## src/rtl/alu_arbiter.sv

```systemverilog
// rtl/alu_arbiter.sv - two-requester round-robin sequencer for a shared combinational ALU
// Operands are registered toward the ALU; each result lands in a per-requester held response slot.
module alu_arbiter #(
  parameter int DATA_WIDTH = 32,
  parameter int OP_WIDTH   = 4
) (
  input  logic                  clk,
  input  logic                  reset,
  input  logic                  req0_valid_i,
  output logic                  req0_ready_o,
  input  logic [OP_WIDTH-1:0]   req0_op_i,
  input  logic [DATA_WIDTH-1:0] req0_a_i,
  input  logic [DATA_WIDTH-1:0] req0_b_i,
  input  logic                  req1_valid_i,
  output logic                  req1_ready_o,
  input  logic [OP_WIDTH-1:0]   req1_op_i,
  input  logic [DATA_WIDTH-1:0] req1_a_i,
  input  logic [DATA_WIDTH-1:0] req1_b_i,
  output logic                  rsp0_valid_o,
  input  logic                  rsp0_ready_i,
  output logic [DATA_WIDTH-1:0] rsp0_result_o,
  output logic                  rsp0_zero_o,
  output logic                  rsp1_valid_o,
  input  logic                  rsp1_ready_i,
  output logic [DATA_WIDTH-1:0] rsp1_result_o,
  output logic                  rsp1_zero_o,
  output logic [OP_WIDTH-1:0]   alu_op_o,
  output logic [DATA_WIDTH-1:0] alu_a_o,
  output logic [DATA_WIDTH-1:0] alu_b_o,
  input  logic [DATA_WIDTH-1:0] alu_result_i,
  input  logic                  alu_zero_i,
  output logic                  busy_o
);

  typedef enum logic {IDLE, EXEC} state_t;

  state_t state;
  logic   last_grant;
  logic   owner;
  logic   elig0;
  logic   elig1;
  logic   grant;
  logic   accept0;
  logic   accept1;

  // A full response slot blocks its requester until consumed, even if ready arrives this cycle.
  always_comb begin
    elig0 = req0_valid_i && !rsp0_valid_o;
    elig1 = req1_valid_i && !rsp1_valid_o;
    grant = (elig0 && elig1) ? !last_grant : elig1;
  end

  assign req0_ready_o = (state == IDLE) && elig0 && !grant;
  assign req1_ready_o = (state == IDLE) && elig1 && grant;
  assign accept0      = req0_valid_i && req0_ready_o;
  assign accept1      = req1_valid_i && req1_ready_o;

  always_ff @(posedge clk or negedge reset) begin
    if (!reset) begin
      state         <= IDLE;
      last_grant    <= 1'b1;
      owner         <= 1'b0;
      busy_o        <= 1'b0;
      alu_op_o      <= '0;
      alu_a_o       <= '0;
      alu_b_o       <= '0;
      rsp0_valid_o  <= 1'b0;
      rsp0_result_o <= '0;
      rsp0_zero_o   <= 1'b0;
      rsp1_valid_o  <= 1'b0;
      rsp1_result_o <= '0;
      rsp1_zero_o   <= 1'b0;
    end else begin
      if (rsp0_ready_i) rsp0_valid_o <= 1'b0;
      if (rsp1_ready_i) rsp1_valid_o <= 1'b0;

      case (state)
        IDLE: begin
          if (accept0) begin
            alu_op_o   <= req0_op_i;
            alu_a_o    <= req0_a_i;
            alu_b_o    <= req0_b_i;
            owner      <= 1'b0;
            last_grant <= 1'b0;
            busy_o     <= 1'b1;
            state      <= EXEC;
          end else if (accept1) begin
            alu_op_o   <= req1_op_i;
            alu_a_o    <= req1_a_i;
            alu_b_o    <= req1_b_i;
            owner      <= 1'b1;
            last_grant <= 1'b1;
            busy_o     <= 1'b1;
            state      <= EXEC;
          end
        end
        EXEC: begin
          // The owner's slot is known empty here, so the capture never overwrites a pending result.
          if (!owner) begin
            rsp0_valid_o  <= 1'b1;
            rsp0_result_o <= alu_result_i;
            rsp0_zero_o   <= alu_zero_i;
          end else begin
            rsp1_valid_o  <= 1'b1;
            rsp1_result_o <= alu_result_i;
            rsp1_zero_o   <= alu_zero_i;
          end
          busy_o <= 1'b0;
          state  <= IDLE;
        end
        default: state <= IDLE;
      endcase
    end
  end

endmodule

```

## config.mk

```make
export PLATFORM = sky130hd
export DESIGN_NAME = alu_arbiter
export DESIGN_NICKNAME = d
export VERILOG_FILES = /design/src/rtl/alu_arbiter.sv
export SDC_FILE = /design/constraint.sdc
export NUM_CORES = 1
export LEC_CHECK = 0
export BUFFER_PORTS_ARGS = -buffer_cell sky130_fd_sc_hd__buf_2
export CAP_MARGIN = 0
export CORE_MARGIN = 5
export CORE_UTILIZATION = 45
export DETAILED_ROUTE_END_ITERATION = 8
export PLACE_DENSITY = 0.75
export RECOVER_POWER = 25
export REMOVE_ABC_BUFFERS = 1
export SYNTH_ARGS = -nofsm -noshare
export SYNTH_HDL_FRONTEND = slang
export SYNTH_SLANG_ARGS = --single-unit
```

## constraint.sdc

```tcl
create_clock -name clk -period 2.2 [get_ports clk]
set_input_delay 0.44 -clock clk [delete_from_list [all_inputs] [get_ports clk]]
set_output_delay 0.44 -clock clk [all_outputs]
set_load 0.005 [all_outputs]
```

* After elaboration in Yosys (flattened, before gate mapping)
Cells that the tools add are included.
** Storage, ports and cells
- Register bits after elaboration :: 140
- Bits in latches :: 0
- Bits in writable memories :: 0
- ROM bits :: 0
- Input bits :: 175
- Output and inout bits :: 139
- Word-level logic and storage cells :: 53
- Memories :: 0
** Operators by class
- Add/sub/neg operators :: 0
- Multiply operators :: 0
- Divide/modulo/power cells :: 0
- $lt $le $gt $ge :: 0
- Equal/unequal tests :: 1
- Shifts and indexed selects :: 0
- Multiplexer cells :: 20
- Bitwise gates (word level) :: 2
- Reduce and logical (&&, ||, !) cells :: 17
** Operators with widths (number)
- $mux W32 :: 4
- $mux W1 :: 12
- $logic_and A1 B1 Y1 :: 9
- $mux W4 :: 2
- $reduce_and A2 Y1 :: 3
- $logic_not A1 Y1 :: 4
- $pmux W1 S2 :: 2
- $ne A3 B3 Y1 const B :: 1
- $not A1 Y1 :: 2
- $reduce_bool A2 Y1 :: 1

* Longest topological paths before layout
Gate-level depths: netlist (run 1).
- Word-level depth :: 9
- Mapped depth :: 6
- Depth with buffers taken out :: 3

* Worst setup path after synthesis (run 1)
No wires, ideal clock.
- Path kind :: reg2out
- From :: register rsp0_valid_o
- To :: output port req0_ready_o
- Data arrival time :: 1.253 ns
- Data required time :: 1.760 ns
- Slack :: 0.507 ns
- Stages on the path, launching flop included :: 5
- Buffers on the path :: 2
- Cells stage by stage :: dfrtp_1 > or3b_1 > buf_2 > clkbuf_1 > nor2_1
** Between the ends
- Word-level cells in the longest chain between the ends :: 6
- Elaborated cells between the ends (all ways) :: 7
- Those cells by class :: mux: 1; reduce/logical: 6
** Ends and longest elaborated chain
- start, declared :: RTL line 19 : output logic rsp0_valid_o,
- start signal, assigned :: RTL line 67 : rsp0_valid_o <= 1'b0;
- start signal, assigned :: RTL line 74 : if (rsp0_ready_i) rsp0_valid_o <= 1'b0;
- start signal, assigned :: RTL line 100 : rsp0_valid_o <= 1'b1;
- $logic_not A1 Y1 (*) :: RTL line 48 : elig0 = req0_valid_i && !rsp0_valid_o;
- $logic_and A1 B1 Y1 (*) :: RTL line 48
- $logic_and A1 B1 Y1 :: RTL line 50 : grant = (elig0 && elig1) ? !last_grant : elig1;
- $mux W1 :: RTL line 50
- $logic_not A1 Y1 :: RTL line 53 : assign req0_ready_o = (state == IDLE) && elig0 && !grant;
- $logic_and A1 B1 Y1 (*) :: RTL line 53
- end, declared :: RTL line 10 : output logic req0_ready_o,
Mark *: on every way between the ends. The rest lies on a longest branch, timed or not.

* Final worst setup path (run 1)
- From :: register state
- To :: output port req0_ready_o
** Between the ends
- Word-level cells in the longest chain between the ends :: 3
** Ends and longest elaborated chain
- start, declared :: RTL line 37 : state_t state;
- start signal, assigned :: RTL line 60 : state <= IDLE;
- start signal, assigned :: RTL line 86 : state <= EXEC;
- start signal, assigned :: RTL line 94 : state <= EXEC;
- $not A1 Y1 (no line)
- $logic_and A1 B1 Y1 (2 in series) :: RTL line 53
No other way between the ends.

==> qor.yml, run 1 <==
outcome:
  status: "completed"
timing:
  fin_crit_ns: 2.08
  timing.final.crit_share: 0.946
  hold_viol: 0
  fmax_ghz: 0.481
  tightest_slew_ns: 1.37
  slew_viol_final: 0
  report.final.setup_viol: 0
  relSlewSlack: 0.0851
  clock_skew_ns: 0.0146
  rsz0062_at_grt: "no"
global_routing:
  antenna_found_initial: 6
  grt_pass1_wl_um: 35900
  grt_busiest_layer: "met2"
  met3_usage: 0.101
  grt_pass1_vias: 6475
  grt_overflow_total: 0
  grtUsageTotal: 0.248
  gr-usage-met1: 0.320
  use_met2: 0.382
  grt_max_degree: 105
floorplan:
  ios: 314
  die-area_sq_mm: 0.0185
  fp.dieW_um: 136
  initial_utilization: 0.455
  die_h_um: 136
  coreArea_sq_mm: 0.0157
  rows: 46
logic_synthesis:
  syn_area_sq_mm: 0.00715
  synth.avg_cell_area_sq_um: 12.3
  ys.warnings.count: 0
  synthFlopType: "dfrtp_1"
  synthDistinctLibCells: 26
  syn_inst: 582
  seq_area_frac_synth: 0.490
  synth_edf_count: 0
  async_reset_ff_frac: 1.00
  ys_ff_latch: 140
clock_tree:
  clk_latency_ns: 0.42
  root_buffer: "clkbuf_16"
  numCtsBuffers: 17
  cts_buffer_depth: 2
  cts_tree: "yes"
  post_cts_buffers: 0
  cts_sinks: 140
  h-tree-depth: 4
  clkTransAtPathRegs_ns: 0.06
setup_path:
  crit_required_ns: 1.76
  cp-start-kind: "flop"
  rr_worst_depth: 5
  path_class: "flop to output port"
  arrival_ns: 1.64
  cp_max_fo: 11
  startpoint: "state$_DFF_PN0_"
  rr_endpoint: "alu_a_o[18]$_DFFE_PN0P_"
  r2r_slack_ns: 0.34
  end_kind: "output port"
  worstSetupEndpoint: "req0_ready_o"
  reg2reg_from: "state$_DFF_PN0_"
flow_run:
  drv_cap: 0
worst_hold_path:
  min-delay-start: "rsp1_ready_i"
  min_path_type: "input port to flop"
routing:
  dr.first_iter.drc_count: 312
  wl_per_cell_um: 21.9
  routed_wl_um: 23800
  vias: 6534
  drc: 0
  viasPerCell: 6.01
  ant_nets: 0
  dr.pass1.iters: 5
placement:
  hpwl_um: 15800
  port_buffers: 313
  place_congestion: 0.767
  dp.cells: 1051
finish:
  final_nets: 1031
  nFillCells: 1302
  finalNonFillerCells: 1087
  layout-drive-gt1-share: 0.548
  area_growth_pct: 33.5
power_and_ir_drop:
  irDropWorstVdd_mv: 0.733
  total_power_mw: 14.5
  p_leak_nw: 4.32
  power.density_mw_per_mm2: 1520
[Yosys cell counts (2+ instances only)]
| cell | n | area (sq um) |
|---|---|---|
| buf_6 | 4 | 45.0 |
| buf_1 | 6 | 22.5 |
| nand2b_1 | 3 | 18.8 |
| buf_4 | 3 | 22.5 |
| mux2_2 | 67 | 754 |
| clkbuf_1 | 48 | 180 |
| nand2_1 | 2 | 7.51 |
| and4bb_2 | 13 | 163 |
| dfrtp_1 | 139 | 3480 |
| inv_1 | 4 | 15.0 |
| a221oi_2 | 20 | 300 |
| nor4bb_1 | 48 | 480 |
| a2bb2oi_1 | 68 | 596 |
| nor2_1 | 2 | 7.51 |
| a221oi_1 | 48 | 420 |
| buf_2 | 19 | 95.1 |
| or3b_1 | 2 | 17.5 |
| and4bb_1 | 7 | 87.6 |
| o21ai_0 | 71 | 355 |
| clkbuf_2 | 2 | 10.0 |
[worst min-delay path by stage]
stage / depth (start not counted) / endpoint / slack, ns
global placement: 1 / rsp1_result_o[21]$_DFFE_PN0P_ / 0.43
detailed placement: 1 / rsp1_result_o[21]$_DFFE_PN0P_ / 0.44
finish: 2 / rsp1_valid_o$_DFF_PN0_ / 0.20
global route: 2 / rsp1_valid_o$_DFF_PN0_ / 0.20
CTS: 2 / rsp1_valid_o$_DFF_PN0_ / 0.19
floorplan: 0 / alu_a_o[0]$_DFFE_PN0P_ / 0.14
[per-layer routing]
layer | wire, um | part of all wire
met2 | 11200 | 0.47
met3 | 2870 | 0.12
met1 | 9310 | 0.39
met5 | 62 | 0.0026
met4 | 391 | 0.016
[layout by cell type, fill, tap and decap left out, types with 5 or more instances in the layout]
| cell type | count |
|---|---|
| a221oi_1 | 48 |
| a221oi_2 | 20 |
| a2bb2oi_1 | 68 |
| and4bb_1 | 7 |
| and4bb_2 | 13 |
| buf_12 | 8 |
| buf_2 | 312 |
| buf_4 | 13 |
| clkbuf_16 | 17 |
| dfrtp_1 | 137 |
| inv_6 | 5 |
| mux2_2 | 67 |
| nor4bb_1 | 48 |
| o21ai_0 | 71 |
[cell families after synthesis]
logic type | count (synthesis) | share of synthesized area
compound gates | 211 | 0.239
buf+inv | 86 | 0.0546
flops | 140 | 0.490
mux | 67 | 0.106
simple gates | 78 | 0.111
[critical path, stage by stage (launching register included)]
cell and delay [ns]:
dfrtp_4 0.48, or3b_4 0.47, nor2_1 0.15, buf_2 0.13
[per-stage QoR]
step	setup WS, ns	cell area, sq um	utilization	hold slack (ns)	TNS, ns
finish	0.120	9550	0.608	0.205	0
global route	0.00168	9550	0.608	0.197	0
CTS	0.0232	9550	0.608	0.190	0
detailed placement	0.186	8920	0.568	0.438	0
global placement	0.213	8920	0.568	0.427	0
floorplan	-2.69	6780	-	0.144	-320.94
[power by group]
group          internal [mW]  switching (mW)
Sequential              3.93           0.749
Combinational           3.46            3.40
Clock                   1.81            1.19
[registers in the layout, indices dropped and copies added, names as in the netlist]
signal,cells
busy_o,1
state,1
rsp1_zero_o,1
rsp0_valid_o,1
last_grant,1
owner,1
rsp0_result_o,32
alu_op_o,4
alu_a_o,32
rsp1_valid_o,1
rsp1_result_o,32
rsp0_zero_o,1
alu_b_o,32
[timing repair]
item                       4_1_cts  5_1_grt
hold endpoints to repair        22        0
resized for setup                1        0
cloned                           0        1
setup endpoints to repair        1        1
hold buffers                     1        0
[cell type report]
cell class / count / area [sq um] / area share
clock inverters: 14 / 184 / 0.0193
flip-flops and latches: 140 / 3510 / 0.368
multi-input cells: 357 / 3290 / 0.345
well taps: 216 / 270 / 0.0283
inverters: 4 / 15.0 / 0.00157
clock buffers: 18 / 429 / 0.0449
repair buffers: 336 / 1850 / 0.193
diodes: 2 / 5.00 / 0.000524
(Power assumes the default switching activity.)
==> run 2: changes to the inputs <==
- CORE_UTILIZATION: 45 -> 48
- PLACE_DENSITY: 0.75 -> 0.79
==> run 2 against run 1 <==
Compared with the run above: the run now ends with max-capacitance violations, max-slew violations left; via count down 1.6%; power is 0.69% lower; non-clock buffer count increased by 3; flip-flop and latch count stayed put; sequential share of layout area up 0.22 points; clock skew fell by 0.0052 ns; first-iteration DRC count increased by 48%.
==> qor.yml, run 2 (synthesized netlist as in run 1, its figures left out) <==
outcome:
  status: "finished, violations left"
  violations: "max-capacitance violations, max-slew violations"
global_routing:
  antenna_found_initial: 6  # unchanged
  grt_pass1_vias: 6493  # +0.28%
  grtUsageTotal: 0.259  # +0.0116
  grt_max_degree: 93  # -11%
  grt_overflow_total: 0  # unchanged
  grt_pass1_wl_um: 36800  # +2.4%
finish:
  final_nets: 1033  # +0.19%
  register_area_sq_mm: 0.00351  # unchanged
  multi_input_area_sq_mm: 0.00328  # -0.27%
  layout_common_cells: "buf_2, dfrtp_1, o21ai_0"
  layout_commonest_cell: "buf_2"
  final_core_util: 0.651  # +0.0429
  nFillCells: 1130  # -13%
  area_growth_pct: 32.7
  finalNonFillerCells: 1055  # -2.9%
  diodes: 0  # -2
  layout-drive-gt1-share: 0.551  # +0.00333
  fin_area_sq_mm: 0.00949  # -0.60%
timing:
  hold_viol: 0  # unchanged
  relSlewSlack: -0.0129  # -0.0981
  tightest_slew_ns: 1.52  # +0.147 ns
  fin_setup_tns_ns: 0  # unchanged
  fin_crit_ns: 2.12  # +0.0408 ns
  fmax_ghz: 0.471  # -1.9%
  rsz0062_at_grt: "no"
  clock_skew_ns: 0.00938  # -0.00524 ns
  timing.final.crit_share: 0.964  # +0.0186
  slew_viol_final: 62  # +62
  report.final.setup_viol: 0  # unchanged
  timing.final.ws_setup_ns: 0.0788  # -0.0408 ns
  hold_slack_ns: 0.200  # -0.00495 ns
clock_tree:
  cts_sinks: 140  # unchanged
  h-tree-depth: 4  # unchanged
  clk_latency_ns: 0.42  # about the same
  holdBufCountCts: 0  # -1
  cts_buffer_depth: 2  # unchanged
  clkTransAtPathRegs_ns: 0.06  # about the same
  cts_tree: "yes"
  root_buffer: "clkbuf_16"
  numCtsBuffers: 17  # unchanged
placement:
  dp.cells: 1023  # -2.7%
  dpl_cell_area_sq_mm: 0.00890  # -0.25%
  dpl_worst_slack_ns: 0.266  # +0.0795 ns
  hpwl_um: 16200  # +2.2%
  port_buffers: 313  # unchanged
  place_congestion: 0.815  # +6.2%
routing:
  vias: 6427  # -1.6%
  drc: 0  # unchanged
  viasPerCell: 6.09  # +1.3%
  routed_wl_um: 23100  # -3.2%
  ant_nets: 0  # unchanged
  dr.first_iter.drc_count: 462  # +48%
  dr.pass1.iters: 7  # +2
  wl_per_cell_um: 21.9  # -0.23%
setup_path:
  arrival_ns: 1.68  # +0.04 ns
  end_kind: "output port"
  cp-start-kind: "flop"
  path_class: "flop to output port"
  crit_required_ns: 1.76  # about the same
  cp_max_fo: 12  # +1
floorplan:
  die-area_sq_mm: 0.0174  # -5.8%
  fp.dieW_um: 132  # -2.9%
  rows: 44  # -4.3%
  initial_utilization: 0.490  # +0.0350
  die_h_um: 132  # -2.9%
  ios: 314  # unchanged
  coreArea_sq_mm: 0.0146  # -7.2%
power_and_ir_drop:
  power.density_mw_per_mm2: 1520  # about the same
  irDropWorstVdd_mv: 0.854  # +16%
  total_power_mw: 14.4  # -0.69%
  p_leak_nw: 4.32  # about the same
flow_run:
  drv_cap: 1  # +1
worst_hold_path:
  min_path_type: "input port to flop"
run 2: final cells by class:
type	instances	share of cell area
tap	184	0.0243
inverter	4	0.00158
clock inverter	13	0.0163
timing repair buffer	339	0.195
clock buffer	19	0.0477
multi-input combinational	356	0.346
sequential	140	0.370
run 2: timing repair:
item,4_1_cts,5_1_grt
resized for setup,1,0
buffers inserted,0,0
setup endpoints to repair,1,0
run 2: final timing paths:
path	startpoint	to	slack [ns]	cells past startpoint
max in group asynchronous	reset	alu_a_o[7]$_DFFE_PN0P_	0.42	2
hold / removal	rsp0_ready_i	rsp0_valid_o$_DFF_PN0_	0.20	2
min in group asynchronous	reset	rsp0_result_o[17]$_DFFE_PN0P_	0.38	1
setup / recovery	rsp0_valid_o$_DFF_PN0_	req0_ready_o	0.08	3
hold reg to reg	rsp0_result_o[8]$_DFFE_PN0P_	rsp0_result_o[8]$_DFFE_PN0P_	0.50	1
setup reg to reg	state$_DFF_PN0_	alu_a_o[29]$_DFFE_PN0P_	0.27	5
run 2: worst max-delay path, stage by stage (launching register included):
cell     delay [ns]
dfrtp_2        0.46
or3b_4         0.51
nor2_1         0.15
buf_2          0.15
run 2: power breakdown:
| part | total (mW) | switching (mW) | internal, mW |
|---|---|---|---|
| Combinational | 6.81 | 3.33 | 3.48 |
| Clock | 2.95 | 1.19 | 1.76 |
| Sequential | 4.68 | 0.753 | 3.93 |
run 2: routing by layer:
metal / routed length [um] / vias up / part of all wire / global-route usage
met3: 2830 / 41 / 0.12 / 0.110
met4: 367 / 12 / 0.016 / 0.0674
met2: 11000 / 357 / 0.47 / 0.400
met1: 8850 / 3137 / 0.38 / 0.338
met5: 68 / - / 0.0029 / 0
li1: - / 2880 / - / -
==> run 3: changes to the inputs <==
- BUFFER_PORTS_ARGS: -buffer_cell sky130_fd_sc_hd__buf_2 -> unset
- CORE_AREA: unset -> 5 5 119 121
- CORE_MARGIN: 5 -> unset
- CORE_UTILIZATION: 48 -> unset
- CTS_CLUSTER_SIZE: unset -> 16
- DIE_AREA: unset -> 0 0 124 126
- DONT_BUFFER_PORTS: unset -> 1
- PLACE_DENSITY: 0.79 -> 0.69
==> run 3 against run 2 <==
Compared with the run above: the run ends with negative hold slack left; clock-buffer cell count grew 3; sequential share of layout area up 7.8 points; via count fell by 19%; clock skew is 0.00072 ns lower; register-to-register slack lost 0.04 ns; utilization decreased by 4.7 points; combinational power fell by 27%; die area decreased by 10%; power down 9.5%; global-route usage rose by 0.053 points; non-clock buffer count down 321; critical endpoint unchanged; largest power group is now registers.
==> qor.yml, run 3 (synthesized netlist as in run 1, its figures left out) <==
setup_path:
  reg2reg_from: "rsp0_valid_o$_DFF_PN0_"
  cp.buffers_inverters: 0  # -1
  path_class: "flop to output port"
  rr_endpoint: "alu_b_o[9]$_DFFE_PN0P_"
  cp_max_fo: 24  # +12
  r2r_slack_ns: 0.23  # -0.04 ns
  end_kind: "output port"
  arrival_ns: 1.62  # -0.06 ns
  worstPathCellList: "or3b_4, nor2_1"
  cp_slowest_cell: "or3b_4"
  crit_required_ns: 1.76  # about the same
  rr_worst_depth: 5  # unchanged
  cp_top_family: "simple AND/OR/NAND/NOR gates"
  cp_slowest_stage_delay_ns: 0.52  # about the same
  cp-start-kind: "flop"
timing:
  fin_setup_tns_ns: 0  # unchanged
  fin_crit_ns: 2.06  # -0.0633 ns
  relSlewSlack: 0.662  # +0.675
  timing.final.crit_share: 0.935  # -0.0288
  hold_viol: 140  # +140
  tightest_slew_ns: 0.507  # -1.01 ns
  clock_skew_ns: 0.00865  # -0.000725 ns
  rsz0062_at_grt: "no"
  fmax_ghz: 0.486  # +3.1%
  hold_slack_ns: -0.279  # -0.478 ns
  slew_viol_final: 0  # -100%
  report.final.setup_viol: 0  # unchanged
clock_tree:
  clkTransAtPathRegs_ns: 0.06  # about the same
  numCtsBuffers: 17  # unchanged
  clk_latency_ns: 0.41  # about the same
  cts_tree: "yes"
  post_cts_buffers: 0  # unchanged
  cts_sinks: 140  # unchanged
  root_buffer: "clkbuf_16"
  h-tree-depth: 4  # unchanged
  cts_buffer_depth: 2  # unchanged
placement:
  place_congestion: 0.793  # -2.6%
  hpwl_um: 13400  # -17%
  port_buffers: 0  # -100%
flow_run:
  drv_cap: 0  # -1
floorplan:
  initial_utilization: 0.551  # +0.0608
  fp.dieW_um: 124  # -6.1%
  ios: 314  # unchanged
  rows: 42  # -4.5%
  die-area_sq_mm: 0.0156  # -10%
  die_h_um: 126  # -4.6%
  coreArea_sq_mm: 0.0130  # -11%
outcome:
  status: "finished, violations left"
  violations: "negative hold slack"
global_routing:
  grtUsageTotal: 0.260  # +0.000534
  grt_overflow_total: 0  # unchanged
  grt_pass1_vias: 5335  # -18%
  grt_pass1_wl_um: 31700  # -14%
  antenna_found_initial: 9  # +3
  grt_max_degree: 141  # +52%
routing:
  dr.first_iter.drc_count: 404  # -13%
  routed_wl_um: 21000  # -9.1%
  ant_nets: 0  # unchanged
  drc: 0  # unchanged
  viasPerCell: 7.16  # +18%
  wl_per_cell_um: 28.7  # +31%
  vias: 5236  # -19%
  dr.pass1.iters: 5  # -2
finish:
  final_nets: 712  # -31%
  area_growth_pct: 9.59
  nFillCells: 1054  # -6.7%
  layout-drive-gt1-share: 0.282  # -0.269
  layout_commonest_cell: "dfrtp_1"
  layout_common_cells: "dfrtp_1, o21ai_0, a2bb2oi_1"
worst_hold_path:
  min_path_type: "input port to asynchronous set/reset pin"
power_and_ir_drop:
  power.density_mw_per_mm2: 1670  # +9.6%
  irDropWorstVdd_mv: 0.810  # -5.2%
  p_leak_nw: 3.04  # -30%
==> run 3: cell count changes in the layout (fill, tap and decap cells not counted), sizes merged <==
cell,delta
diode,+6
bufinv,+1
clkinv,-1
clkinvlp,+1
inv,-5
buf,-318
==> run 3: cell type report <==
class	instances	area, sq um	share of cell area
sequential	140	3510	0.448
multi-input combinational	356	3280	0.418
clock buffer	22	464	0.0592
tap	176	220	0.0281
timing repair buffer	18	198	0.0252
clock inverter	9	138	0.0176
inverter	4	15.0	0.00192
antenna	6	15.0	0.00192
==> run 3: repair_timing <==
action,4_1_cts,5_1_grt
resized for setup,1,0
setup endpoints to repair,1,0
hold endpoints to repair,140,140
==> run 3: through the flow <==
stage	std cells	worst slack, ns	power (mW)	instance area, sq um	utilization
after floorplan	500	-2.69	8.65	6780	-
after global placement	694	0.285	9.93	7220	0.556
after detailed placement	694	0.260	10.2	7220	0.556
after CTS	725	0.117	13.1	7820	0.603
after global routing	731	0.0865	13.8	7840	0.604
final	731	0.142	13.1	7840	0.604
==> run 3: layer usage <==
| layer | vias up | part of all wire | global-route usage |
|---|---|---|---|
| li1 | 2229 | - | - |
| met1 | 2638 | 0.35 | 0.296 |
| met2 | 322 | 0.48 | 0.405 |
| met3 | 41 | 0.14 | 0.141 |
| met4 | 6 | 0.024 | 0.108 |
| met5 | - | 0.0020 | 0 |
==> run 3: worst max-delay path by stage <==
stage | from | end | slack, ns | depth (start not counted)
floorplan | state$_DFF_PN0_ | rsp1_result_o[0]$_DFFE_PN0P_ | -2.69 | 2
global placement | rsp0_valid_o$_DFF_PN0_ | alu_b_o[9]$_DFFE_PN0P_ | 0.28 | 5
detailed placement | rsp0_valid_o$_DFF_PN0_ | alu_b_o[9]$_DFFE_PN0P_ | 0.26 | 5
CTS | state$_DFF_PN0_ | req0_ready_o | 0.12 | 2
global route | rsp1_valid_o$_DFF_PN0_ | req0_ready_o | 0.09 | 3
finish | state$_DFF_PN0_ | req0_ready_o | 0.14 | 2
==> run 3: where the power goes <==
group	total [mW]	switching, mW	internal [mW]
Clock	2.92	1.08	1.84
Sequential	5.19	1.25	3.94
Combinational	4.95	2.46	2.49
